## src/rtl/matmul_tile_sequencer_pkg.sv

```systemverilog
// Shared types and default widths for the K-tiled matmul sequencer.
// Every file in this block imports this package.
package matmul_tile_sequencer_pkg;

    localparam int AWIDTH_DEF            = 10;
    localparam int ADDR_STRIDE_WIDTH_DEF = 8;
    localparam int MASK_WIDTH_DEF        = 8;
    localparam int TILE_CNT_WIDTH_DEF    = 4;
    localparam int PERF_WIDTH_DEF        = 32;
    localparam int NUM_ADDR_GEN          = 2;

    typedef enum logic [2:0] {
        ST_IDLE      = 3'd0,
        ST_LAUNCH    = 3'd1,
        ST_WAIT_DONE = 3'd2,
        ST_DRAIN     = 3'd3,
        ST_DONE      = 3'd4
    } seq_state_t;

    function automatic logic state_is_busy(input seq_state_t s);
        return (s == ST_LAUNCH) || (s == ST_WAIT_DONE) || (s == ST_DRAIN);
    endfunction

endpackage

```

## src/rtl/matmul_tile_sequencer_if.sv

```systemverilog
// Control bus between the tile sequencer (master) and the 8x8 matmul core (slave).
interface matmul_tile_sequencer_if
    import matmul_tile_sequencer_pkg::*;
#(
    parameter int AWIDTH            = AWIDTH_DEF,
    parameter int ADDR_STRIDE_WIDTH = ADDR_STRIDE_WIDTH_DEF,
    parameter int MASK_WIDTH        = MASK_WIDTH_DEF
);
    logic                         start_mat_mul;
    logic                         done_mat_mul;
    logic [AWIDTH-1:0]            address_mat_a;
    logic [AWIDTH-1:0]            address_mat_b;
    logic [AWIDTH-1:0]            address_mat_c;
    logic [ADDR_STRIDE_WIDTH-1:0] address_stride_a;
    logic [ADDR_STRIDE_WIDTH-1:0] address_stride_b;
    logic [ADDR_STRIDE_WIDTH-1:0] address_stride_c;
    logic                         save_output_to_accum;
    logic                         add_accum_to_output;
    logic [MASK_WIDTH-1:0]        validity_mask_a_rows;
    logic [MASK_WIDTH-1:0]        validity_mask_a_cols_b_rows;
    logic [MASK_WIDTH-1:0]        validity_mask_b_cols;

    modport master (
        output start_mat_mul,
        input  done_mat_mul,
        output address_mat_a, address_mat_b, address_mat_c,
        output address_stride_a, address_stride_b, address_stride_c,
        output save_output_to_accum, add_accum_to_output,
        output validity_mask_a_rows, validity_mask_a_cols_b_rows, validity_mask_b_cols
    );

    modport slave (
        input  start_mat_mul,
        output done_mat_mul,
        input  address_mat_a, address_mat_b, address_mat_c,
        input  address_stride_a, address_stride_b, address_stride_c,
        input  save_output_to_accum, add_accum_to_output,
        input  validity_mask_a_rows, validity_mask_a_cols_b_rows, validity_mask_b_cols
    );

endinterface

```

## src/rtl/matmul_tile_sequencer_tile_addr_gen.sv

```systemverilog
// One per-tile address accumulator: load latches base and step, advance adds step.
// The sum wraps modulo 2^AWIDTH.
module tile_addr_gen
    import matmul_tile_sequencer_pkg::*;
#(
    parameter int AWIDTH = AWIDTH_DEF
) (
    input  logic              clk,
    input  logic              reset,
    input  logic              i_load,
    input  logic              i_advance,
    input  logic [AWIDTH-1:0] i_base,
    input  logic [AWIDTH-1:0] i_step,
    output logic [AWIDTH-1:0] o_addr
);

    logic [AWIDTH-1:0] r_addr;
    logic [AWIDTH-1:0] r_step;

    always_ff @(posedge clk or posedge reset) begin
        if (reset) begin
            r_addr <= '0;
            r_step <= '0;
        end else if (i_load) begin
            r_addr <= i_base;
            r_step <= i_step;
        end else if (i_advance) begin
            r_addr <= r_addr + r_step;
        end
    end

    assign o_addr = r_addr;

endmodule

```

## src/rtl/matmul_tile_sequencer.sv

```systemverilog
// Runs NUM_K accumulated tiles on the matmul core from a single host start,
// then holds a sticky done (and aborted flag) until the host clears it.
module matmul_tile_sequencer
    import matmul_tile_sequencer_pkg::*;
#(
    parameter int AWIDTH            = AWIDTH_DEF,
    parameter int ADDR_STRIDE_WIDTH = ADDR_STRIDE_WIDTH_DEF,
    parameter int MASK_WIDTH        = MASK_WIDTH_DEF,
    parameter int TILE_CNT_WIDTH    = TILE_CNT_WIDTH_DEF,
    parameter int PERF_WIDTH        = PERF_WIDTH_DEF
) (
    input  logic                         clk,
    input  logic                         reset,
    input  logic                         start_reg,
    input  logic                         clear_done_reg,
    input  logic                         abort,
    input  logic [TILE_CNT_WIDTH-1:0]    num_k_tiles,
    input  logic [AWIDTH-1:0]            base_addr_a,
    input  logic [AWIDTH-1:0]            base_addr_b,
    input  logic [AWIDTH-1:0]            base_addr_c,
    input  logic [AWIDTH-1:0]            tile_step_a,
    input  logic [AWIDTH-1:0]            tile_step_b,
    input  logic [ADDR_STRIDE_WIDTH-1:0] stride_a_in,
    input  logic [ADDR_STRIDE_WIDTH-1:0] stride_b_in,
    input  logic [ADDR_STRIDE_WIDTH-1:0] stride_c_in,
    input  logic [MASK_WIDTH-1:0]        mask_a_rows_in,
    input  logic [MASK_WIDTH-1:0]        mask_b_cols_in,
    input  logic [MASK_WIDTH-1:0]        mask_k_full,
    input  logic [MASK_WIDTH-1:0]        mask_k_last,
    matmul_tile_sequencer_if.master      core,
    output logic                         busy,
    output logic                         done_reg,
    output logic                         aborted,
    output logic [TILE_CNT_WIDTH-1:0]    tile_idx,
    output logic [PERF_WIDTH-1:0]        busy_cycles
);

    seq_state_t r_state;
    seq_state_t w_state_next;

    logic [TILE_CNT_WIDTH-1:0]    r_num_k;
    logic [TILE_CNT_WIDTH-1:0]    r_tile_idx;
    logic [AWIDTH-1:0]            r_addr_c;
    logic [ADDR_STRIDE_WIDTH-1:0] r_stride_a;
    logic [ADDR_STRIDE_WIDTH-1:0] r_stride_b;
    logic [ADDR_STRIDE_WIDTH-1:0] r_stride_c;
    logic [MASK_WIDTH-1:0]        r_mask_rows;
    logic [MASK_WIDTH-1:0]        r_mask_cols;
    logic [MASK_WIDTH-1:0]        r_mask_k_full;
    logic [MASK_WIDTH-1:0]        r_mask_k_last;
    logic [MASK_WIDTH-1:0]        r_mask_k;
    logic                         r_start;
    logic                         r_save;
    logic                         r_add;
    logic                         r_done;
    logic                         r_aborted;
    logic                         r_abort_pend;
    logic [PERF_WIDTH-1:0]        r_busy_cycles;

    logic w_busy;
    logic w_last_tile;
    logic w_abort_seen;
    logic w_launch_first;
    logic w_zero_run;
    logic w_finish;
    logic w_advance;

    logic [AWIDTH-1:0] w_base [NUM_ADDR_GEN];
    logic [AWIDTH-1:0] w_step [NUM_ADDR_GEN];
    logic [AWIDTH-1:0] w_addr [NUM_ADDR_GEN];

    assign w_busy       = state_is_busy(r_state);
    assign w_last_tile  = (r_tile_idx == (r_num_k - TILE_CNT_WIDTH'(1)));
    assign w_abort_seen = r_abort_pend | abort;

    always_comb begin
        w_state_next   = r_state;
        w_launch_first = 1'b0;
        w_zero_run     = 1'b0;
        w_finish       = 1'b0;
        w_advance      = 1'b0;
        case (r_state)
            ST_IDLE: begin
                if (start_reg) begin
                    if (num_k_tiles == '0) begin
                        w_zero_run   = 1'b1;
                        w_state_next = ST_DONE;
                    end else begin
                        w_launch_first = 1'b1;
                        w_state_next   = ST_LAUNCH;
                    end
                end
            end
            ST_LAUNCH: w_state_next = ST_WAIT_DONE;
            ST_WAIT_DONE: begin
                if (core.done_mat_mul) w_state_next = ST_DRAIN;
            end
            ST_DRAIN: begin
                // Wait for the core to drop done so the next start is seen as a new handshake.
                if (!core.done_mat_mul) begin
                    if (w_abort_seen || w_last_tile) begin
                        w_finish     = 1'b1;
                        w_state_next = ST_DONE;
                    end else begin
                        w_advance    = 1'b1;
                        w_state_next = ST_LAUNCH;
                    end
                end
            end
            ST_DONE: begin
                if (clear_done_reg) w_state_next = ST_IDLE;
            end
            default: w_state_next = ST_IDLE;
        endcase
    end

    always_ff @(posedge clk or posedge reset) begin
        if (reset) r_state <= ST_IDLE;
        else       r_state <= w_state_next;
    end

    always_ff @(posedge clk or posedge reset) begin
        if (reset) begin
            r_num_k       <= '0;
            r_tile_idx    <= '0;
            r_addr_c      <= '0;
            r_stride_a    <= '0;
            r_stride_b    <= '0;
            r_stride_c    <= '0;
            r_mask_rows   <= '0;
            r_mask_cols   <= '0;
            r_mask_k_full <= '0;
            r_mask_k_last <= '0;
            r_mask_k      <= '0;
            r_start       <= 1'b0;
            r_save        <= 1'b0;
            r_add         <= 1'b0;
            r_done        <= 1'b0;
            r_aborted     <= 1'b0;
            r_abort_pend  <= 1'b0;
            r_busy_cycles <= '0;
        end else begin
            if (w_busy && (r_busy_cycles != '1)) r_busy_cycles <= r_busy_cycles + PERF_WIDTH'(1);

            if (w_busy && abort) r_abort_pend <= 1'b1;

            if (w_zero_run) begin
                r_done        <= 1'b1;
                r_aborted     <= 1'b0;
                r_busy_cycles <= '0;
            end

            if (w_launch_first) begin
                r_num_k       <= num_k_tiles;
                r_tile_idx    <= '0;
                r_addr_c      <= base_addr_c;
                r_stride_a    <= stride_a_in;
                r_stride_b    <= stride_b_in;
                r_stride_c    <= stride_c_in;
                r_mask_rows   <= mask_a_rows_in;
                r_mask_cols   <= mask_b_cols_in;
                r_mask_k_full <= mask_k_full;
                r_mask_k_last <= mask_k_last;
                r_abort_pend  <= 1'b0;
                r_busy_cycles <= '0;
            end

            // First tile writes the accumulator fresh, the last one releases it to the output.
            if (r_state == ST_LAUNCH) begin
                r_save   <= !w_last_tile;
                r_add    <= (r_tile_idx != '0);
                r_mask_k <= w_last_tile ? r_mask_k_last : r_mask_k_full;
                r_start  <= 1'b1;
            end

            if ((r_state == ST_WAIT_DONE) && core.done_mat_mul) r_start <= 1'b0;

            if (w_advance) r_tile_idx <= r_tile_idx + TILE_CNT_WIDTH'(1);

            if (w_finish) begin
                r_done    <= 1'b1;
                r_aborted <= w_abort_seen;
            end

            if ((r_state == ST_DONE) && clear_done_reg) begin
                r_done    <= 1'b0;
                r_aborted <= 1'b0;
            end
        end
    end

    assign w_base[0] = base_addr_a;
    assign w_base[1] = base_addr_b;
    assign w_step[0] = tile_step_a;
    assign w_step[1] = tile_step_b;

    generate
        for (genvar gi = 0; gi < NUM_ADDR_GEN; gi++) begin : g_addr_gen
            tile_addr_gen #(
                .AWIDTH (AWIDTH)
            ) u_addr_gen (
                .clk       (clk),
                .reset     (reset),
                .i_load    (w_launch_first),
                .i_advance (w_advance),
                .i_base    (w_base[gi]),
                .i_step    (w_step[gi]),
                .o_addr    (w_addr[gi])
            );
        end
    endgenerate

    assign core.start_mat_mul               = r_start;
    assign core.address_mat_a               = w_addr[0];
    assign core.address_mat_b               = w_addr[1];
    assign core.address_mat_c               = r_addr_c;
    assign core.address_stride_a            = r_stride_a;
    assign core.address_stride_b            = r_stride_b;
    assign core.address_stride_c            = r_stride_c;
    assign core.save_output_to_accum        = r_save;
    assign core.add_accum_to_output         = r_add;
    assign core.validity_mask_a_rows        = r_mask_rows;
    assign core.validity_mask_a_cols_b_rows = r_mask_k;
    assign core.validity_mask_b_cols        = r_mask_cols;

    assign busy        = w_busy;
    assign done_reg    = r_done;
    assign aborted     = r_aborted;
    assign tile_idx    = r_tile_idx;
    assign busy_cycles = r_busy_cycles;

endmodule

```

## src/flat_wrapper.sv

```systemverilog
// flat-port wrapper written by rule: the top's interface ports become plain ports
module matmul_tile_sequencer_flat import matmul_tile_sequencer_pkg::*;
#(
    parameter int AWIDTH            = AWIDTH_DEF,
    parameter int ADDR_STRIDE_WIDTH = ADDR_STRIDE_WIDTH_DEF,
    parameter int MASK_WIDTH        = MASK_WIDTH_DEF,
    parameter int TILE_CNT_WIDTH    = TILE_CNT_WIDTH_DEF,
    parameter int PERF_WIDTH        = PERF_WIDTH_DEF
)
  (clk, reset, start_reg, clear_done_reg, abort, num_k_tiles, base_addr_a, base_addr_b, base_addr_c, tile_step_a, tile_step_b, stride_a_in, stride_b_in, stride_c_in, mask_a_rows_in, mask_b_cols_in, mask_k_full, mask_k_last, busy, done_reg, aborted, tile_idx, busy_cycles, core_start_mat_mul, core_done_mat_mul, core_address_mat_a, core_address_mat_b, core_address_mat_c, core_address_stride_a, core_address_stride_b, core_address_stride_c, core_save_output_to_accum, core_add_accum_to_output, core_validity_mask_a_rows, core_validity_mask_a_cols_b_rows, core_validity_mask_b_cols);
  matmul_tile_sequencer_if #(.AWIDTH(AWIDTH), .ADDR_STRIDE_WIDTH(ADDR_STRIDE_WIDTH), .MASK_WIDTH(MASK_WIDTH)) core_i ();
  input  logic clk;
  input  logic reset;
  input  logic start_reg;
  input  logic clear_done_reg;
  input  logic abort;
  input  logic [TILE_CNT_WIDTH-1:0] num_k_tiles;
  input  logic [AWIDTH-1:0] base_addr_a;
  input  logic [AWIDTH-1:0] base_addr_b;
  input  logic [AWIDTH-1:0] base_addr_c;
  input  logic [AWIDTH-1:0] tile_step_a;
  input  logic [AWIDTH-1:0] tile_step_b;
  input  logic [ADDR_STRIDE_WIDTH-1:0] stride_a_in;
  input  logic [ADDR_STRIDE_WIDTH-1:0] stride_b_in;
  input  logic [ADDR_STRIDE_WIDTH-1:0] stride_c_in;
  input  logic [MASK_WIDTH-1:0] mask_a_rows_in;
  input  logic [MASK_WIDTH-1:0] mask_b_cols_in;
  input  logic [MASK_WIDTH-1:0] mask_k_full;
  input  logic [MASK_WIDTH-1:0] mask_k_last;
  output logic busy;
  output logic done_reg;
  output logic aborted;
  output logic [TILE_CNT_WIDTH-1:0] tile_idx;
  output logic [PERF_WIDTH-1:0] busy_cycles;
  output wire logic [$bits(core_i.start_mat_mul)-1:0] core_start_mat_mul;
  input wire logic [$bits(core_i.done_mat_mul)-1:0] core_done_mat_mul;
  output wire logic [$bits(core_i.address_mat_a)-1:0] core_address_mat_a;
  output wire logic [$bits(core_i.address_mat_b)-1:0] core_address_mat_b;
  output wire logic [$bits(core_i.address_mat_c)-1:0] core_address_mat_c;
  output wire logic [$bits(core_i.address_stride_a)-1:0] core_address_stride_a;
  output wire logic [$bits(core_i.address_stride_b)-1:0] core_address_stride_b;
  output wire logic [$bits(core_i.address_stride_c)-1:0] core_address_stride_c;
  output wire logic [$bits(core_i.save_output_to_accum)-1:0] core_save_output_to_accum;
  output wire logic [$bits(core_i.add_accum_to_output)-1:0] core_add_accum_to_output;
  output wire logic [$bits(core_i.validity_mask_a_rows)-1:0] core_validity_mask_a_rows;
  output wire logic [$bits(core_i.validity_mask_a_cols_b_rows)-1:0] core_validity_mask_a_cols_b_rows;
  output wire logic [$bits(core_i.validity_mask_b_cols)-1:0] core_validity_mask_b_cols;
  assign core_start_mat_mul = core_i.start_mat_mul;
  assign core_i.done_mat_mul = core_done_mat_mul;
  assign core_address_mat_a = core_i.address_mat_a;
  assign core_address_mat_b = core_i.address_mat_b;
  assign core_address_mat_c = core_i.address_mat_c;
  assign core_address_stride_a = core_i.address_stride_a;
  assign core_address_stride_b = core_i.address_stride_b;
  assign core_address_stride_c = core_i.address_stride_c;
  assign core_save_output_to_accum = core_i.save_output_to_accum;
  assign core_add_accum_to_output = core_i.add_accum_to_output;
  assign core_validity_mask_a_rows = core_i.validity_mask_a_rows;
  assign core_validity_mask_a_cols_b_rows = core_i.validity_mask_a_cols_b_rows;
  assign core_validity_mask_b_cols = core_i.validity_mask_b_cols;
  matmul_tile_sequencer #(.AWIDTH(AWIDTH), .ADDR_STRIDE_WIDTH(ADDR_STRIDE_WIDTH), .MASK_WIDTH(MASK_WIDTH), .TILE_CNT_WIDTH(TILE_CNT_WIDTH), .PERF_WIDTH(PERF_WIDTH)) u_core (.clk(clk), .reset(reset), .start_reg(start_reg), .clear_done_reg(clear_done_reg), .abort(abort), .num_k_tiles(num_k_tiles), .base_addr_a(base_addr_a), .base_addr_b(base_addr_b), .base_addr_c(base_addr_c), .tile_step_a(tile_step_a), .tile_step_b(tile_step_b), .stride_a_in(stride_a_in), .stride_b_in(stride_b_in), .stride_c_in(stride_c_in), .mask_a_rows_in(mask_a_rows_in), .mask_b_cols_in(mask_b_cols_in), .mask_k_full(mask_k_full), .mask_k_last(mask_k_last), .core(core_i), .busy(busy), .done_reg(done_reg), .aborted(aborted), .tile_idx(tile_idx), .busy_cycles(busy_cycles));
endmodule
```

## config.mk

```make
export PLATFORM = sky130hd
export DESIGN_NAME = matmul_tile_sequencer_flat
export DESIGN_NICKNAME = d
export VERILOG_FILES = /design/src/rtl/matmul_tile_sequencer_pkg.sv /design/src/rtl/matmul_tile_sequencer_if.sv /design/src/rtl/matmul_tile_sequencer_tile_addr_gen.sv /design/src/rtl/matmul_tile_sequencer.sv /design/src/flat_wrapper.sv
export SDC_FILE = /design/constraint.sdc
export NUM_CORES = 1
export LEC_CHECK = 0
export CORE_ASPECT_RATIO = 0.7
export CORE_MARGIN = 2
export CORE_UTILIZATION = 40
export DETAILED_ROUTE_END_ITERATION = 7
export HOLD_SLACK_MARGIN = 0.15
export PLACE_DENSITY = 0.73
export SYNTH_ARGS = -nofsm -noshare
export SYNTH_HDL_FRONTEND = slang
export SYNTH_SLANG_ARGS = --single-unit
```

## constraint.sdc

```tcl
create_clock -name clk -period 14.6 [get_ports clk]
set_clock_uncertainty 0.2 [all_clocks]
set_input_delay 4.38 -clock clk [delete_from_list [all_inputs] [get_ports clk]]
set_output_delay 4.38 -clock clk [all_outputs]
set_load 0.02 [all_outputs]
```

[After elaboration in Yosys (flattened, before gate mapping)]
Index checks and enable logic that the tools add are counted.
Widths: inputs -> output; s select.
Word-level totals
  register bits after elaboration: 163
  input port bits: 116
  output and inout bits: 120
Operators by class
  add/subtract/negate cells: 5
  equality and inequality tests: 10
  muxes and demuxes: 39
  bitwise logic cells: 1
  reductions and logical operators: 17
Operators by type and width (number)
  $mux 32: 3
  $mux 10: 4
  $add 32x1->32 const B: 1
  $ne 32x32->1 const B: 1
  $mux 1: 22
  $add 10x10->10: 2
  $mux 3: 6
  $pmux 3 s5: 1
  $mux 4: 2
  $mux 8: 1
  $ne 2x2->1 const B: 4
  $eq 3x2->1 const B: 2
  $reduce_bool 2->1: 3
  $reduce_bool 3->1: 2
  $add 4x1->4 const B: 1
  $eq 4x4->1: 1
  $logic_and 1x1->1: 4
  $logic_not 4->1: 1
  $reduce_and 4->1: 1
  $reduce_bool 4->1: 1
  $sub 4x1->4 const B: 1
  $eq 3x1->1 const B: 1
  $eq 3x3->1 const B: 1
  $logic_not 3->1: 1
  other kinds (3): 5

[Logic depth before layout (Yosys ltp)]
  word-level depth: 8
  depth in mapped cells: 10
  depth with buffers taken out: 8

[Cells and area by module]
A second synthesis with hierarchy kept.
Unflattened totals
  cells, all modules: 696
  area total of the unflattened synthesis: 8061.5 µm²
By module, submodules not included
  matmul_tile_sequencer: instances 1, cells an instance 454, area each 5581.6 µm²
  tile_addr_gen: instances 2, cells an instance 121, area each 1239.9 µm²

[Worst setup path after synthesis]
Ideal clock, no wire load.
  path type: input port to flip-flop
  start: input num_k_tiles[0]
  end: register u_core.r_addr_c[0] (netlist: u_core.core.address_mat_c[0])
  setup time: 65 ps
  data arrival time: 5618 ps
  required time: 14335 ps
  slack: 8717 ps
  stages on the path: 7
  buffers on the path: 3
  cells stage by stage: nor4_1 -> nand2b_1 -> buf_2 -> buf_2 -> buf_2 -> nand2_1 -> nand2_1
On the way
  word-level cells in the longest chain between the ends: 4
Ends and longest elaborated chain
  start, declared: RTL line flat_wrapper.sv:17  | input logic [TILE_CNT_WIDTH-1:0] num_k_tiles;
  $logic_not 4->1: RTL line matmul_tile_sequencer.sv:85  | if (num_k_tiles == '0) begin
  $mux 1: RTL line matmul_tile_sequencer.sv:85
  $mux 1: RTL line matmul_tile_sequencer.sv:84  | if (start_reg) begin
  $mux 1: RTL line matmul_tile_sequencer.sv:82  | case (r_state)
  end signal, assigned: RTL line matmul_tile_sequencer.sv:156  | r_addr_c <= base_addr_c;
  end, declared: RTL line matmul_tile_sequencer.sv:43  | logic [AWIDTH-1:0] r_addr_c;
No other way between the ends.
A chain may end at the register's enable or synchronous reset.

[Final worst setup path]
  start: input num_k_tiles[1]
  end: register u_core.r_mask_k_last[1]
On the way
  word-level cells in the longest chain between the ends: 4
Ends and longest elaborated chain
  $logic_not 4->1: RTL line matmul_tile_sequencer.sv:85
  $mux 1: RTL line matmul_tile_sequencer.sv:85
  $mux 1: RTL line matmul_tile_sequencer.sv:84
  $mux 1: RTL line matmul_tile_sequencer.sv:82
  end signal, assigned: RTL line matmul_tile_sequencer.sv:163  | r_mask_k_last <= mask_k_last;
  end, declared: RTL line matmul_tile_sequencer.sv:50  | logic [MASK_WIDTH-1:0] r_mask_k_last;
No other way between the ends.

==> flow_summary_export.csv <==
group,metric,value,unit
placed_design,pre_cts_slack,7.118,ns
clock_tree,post_cts_hold_buffer_count,0,
detailed_routing,wl_per_instance,15.36,microns
worst_setup_path,critPathMaxFanout,56,
detailed_routing,final_antenna_net_count,0,
placed_design,gp_congestion,0.8221,
logic_synthesis,syn-cell-area,0.007828,sq mm
logic_synthesis,yosys_most_used_dff,"dfrtp_1",
detailed_routing,drc,0,
floorplanning,core,0.01902,sq mm
logic_synthesis,yosys_register_bits,163,
grt,grt_max_degree,110,
pwr,vdd_ir_drop_max,0.1150,mV
worst_setup_path,r2r_start,"u_core.r_state[0]",
placed_design,port_buffers,235,
clock_tree,ctsResizeCount,0,
grt,antenna_found_initial,0,
clock_tree,worst_skew_pair.late_latency,0.42,ns
floorplanning,fp.dieH,121.0,microns
grt,grt_pass1_vias,6536,
floorplanning,start_util,0.4115,
floorplanning,io_pins,236,
logic_synthesis,ys.warnings.count,0,
logic_synthesis,synth_enable_flop_cells,0,
clock_tree,cell_chosen_for_the_clock_root,"clkbuf_16",
cells_and_area,fin_util,0.5780,
placed_design,placed_cells_incl_taps,1339,
sta,slew_violations,0,
worst_setup_path,setup_cp_type,"primary input to flip-flop",
sta,setup_total_negative_slack,0,ns
sta,setup_slack,7.518,ns
cells_and_area,layout.cells.most_common,"nand2_1",
detailed_routing,drt-total-wl,21.06,mm
logic_synthesis,ys_seq_area_frac,0.5211,
worst_setup_path,rr_worst_depth,6,
clock_tree,htreeDepth,4,
cells_and_area,layout_common_cells,"305 x nand2_1, 235 x clkdlybuf4s50_1, 163 x dfrtp_1",
worst_hold_path,worst_case_hold_path_end_point,"u_core.core.address_stride_c[1]",
worst_hold_path,min_path_cells,2,
sta,max_freq,0.1412,GHz
cells_and_area,areaGrowthSynthToFinish,40.47,%
clock_tree,cts.reportedPaths.clkPinSlew,0.06,ns
detailed_routing,drtIter0Drc,455,
cells_and_area,drive_gt1_frac,0.03975,
floorplanning,dieArea,0.02072,sq mm
floorplanning,horizontal_extent_of_the_die,171.2,microns
sta,hold_violation_total_from_the_final_report,0,
pwr,leakagePower,4.992,nW
clock_tree,post_cts.repair.setup_buffers,0,
worst_setup_path,critical-path-slowest-cell,"nor4_1",
sta,setup_viol,0,
grt,gr-total-overflow,0,
cells_and_area,largest_reg_flops,32,
run,drv_cap,0,
logic_synthesis,yosys.cell_types.count,48,
worst_setup_path,reg2reg_slack,11.61,ns
clock_tree,num_clock_sinks,163,
detailed_routing,post_drt_via_cell_ratio,4.902,
worst_setup_path,cells_along_the_critical_path,"clkdlybuf4s50_1, nor4_1, nand2b_4, buf_4, nand2_1, nand2_1",
clock_tree,cts_tree,"yes",
worst_setup_path,cp_common_cell,"nand2_1",
sta,post-route-min-period,7.082,ns
logic_synthesis,ffs_w_async_s_r_synth,1.000,
worst_setup_path,reg_to_reg_end,"u_core.core.validity_mask_b_cols[3]",
worst_hold_path,worstHoldPathType,"flip-flop to flip-flop",
logic_synthesis,synth_fp_nets,1010,
pwr,power.density_cell_area,204.6,mW/mm^2
worst_setup_path,crit_path_max_cell_delay,0.89,ns
worst_setup_path,arrival_time_at_the_worst_endpoint,7.22,ns
worst_setup_path,required,14.74,ns
placed_design,place_hpwl,14.67,mm
detailed_routing,total_vias_in_the_final_route,6720,
clock_tree,cts-buffers-inserted,17,
worst_setup_path,crit_path_start_kind,"primary input",
sta,slew_headroom,0.2400,
logic_synthesis,post_synthesis_cells,870,
clock_tree,clockBufferDepth,2,
cells_and_area,final_cell_count_no_fill,1371,
cells_and_area,insertedDiodeCount,0,
sta,period_share,0.4851,
status,outcome,"finished clean",
floorplanning,num_rows,42,
cells_and_area,final_nets,1234,
sta,least_margin_pin_slew,1.140,ns
grt,grt.total_usage,0.2056,
worst_hold_path,worst_hold_startpoint,"u_core.core.address_stride_c[1]",
worst_setup_path,cp_endpoint_kind,"flip-flop",
logic_synthesis,synthesized_area_divided_by_synthesized_cell_count,8.997,sq um
sta,grt_setup_unrepaired,"false",
detailed_routing,drtPass1Iterations,4,
grt,grt_first_pass_wirelength,33.60,mm
==> worst max-delay path: cells and delay by family <==
family	cells	cell delay, ns
and+or+nand+nor	4	1.73
buffers and inverters	2	1.05
==> layer usage <==
layer	vias up	track usage	routed length [microns]	share of wire
met3	9	0.07078	1628	0.077
li1	3337	-	-	-
met2	181	0.3080	9166	0.44
met4	0	0.04131	129	0.0061
met5	-	0	0	0
met1	3193	0.2895	10140	0.48
==> logic make-up (layout without fill, tap and decap cells) <==
kind of cell,count (synthesis),after routing,synth area share
DFF,163,163,0.5211
adders and majority gates,24,24,0.04028
buffers and inverters,48,285,0.02637
muxes,17,17,0.02174
and+or+nand+nor,446,446,0.2447
xor gates and xnor gates,39,39,0.04540
AOI/OAI and AO/OA,133,133,0.1004
==> metrics by stage <==
step	hold slack [ns]	power [mW]	instance area (sq um)
floorplan	0.2450	1.393	7828
detailed placement	0.2618	1.815	10430
CTS	0.2766	2.270	11000
finish	0.2719	2.250	11000
global placement	0.2572	1.788	10430
global route	0.2948	2.410	11000
==> how the worst max path moves through the flow <==
stage,from,endpoint,slack [ns],cells after the start
finish,num_k_tiles[1],u_core.r_mask_k_last[1],7.52,6
global route,num_k_tiles[0],u_core.tile_idx[3],7.29,6
CTS,num_k_tiles[1],u_core.tile_idx[3],7.54,6
detailed placement,num_k_tiles[1],u_core.tile_idx[3],7.12,6
global placement,num_k_tiles[0],u_core.tile_idx[3],7.14,6
floorplan,reset,u_core.aborted,5.62,1
==> synthesized netlist by cell type, drive strengths merged, types with 9 or more instances <==
master,instances,share of area
nand3,15,0.0096
or3,9,0.0072
o21ai,48,0.031
ha,22,0.035
a21oi,44,0.028
clkbuf,15,0.0072
and3,9,0.0072
nor3,19,0.013
nor2,56,0.028
inv,12,0.0058
dfrtp,163,0.52
buf,21,0.013
xor2,11,0.012
nand2,305,0.15
mux2i,17,0.022
xnor2,27,0.030
==> power by group <==
group / internal (mW) / switching (mW)
logic: 0.473 / 0.573
clock network: 0.254 / 0.188
registers: 0.629 / 0.134
==> layout make-up <==
class	instances	area, sq um
Clock buffer	21	440.4
Inverter	12	50.05
Fill cell	1679	8028
Timing Repair Buffer	241	2397
Multi-Input combinational cell	659	3570
Tap cell	264	330.3
Sequential cell	163	4079
Clock inverter	11	128.9
Note: power is estimated with default switching activity, not from simulation.
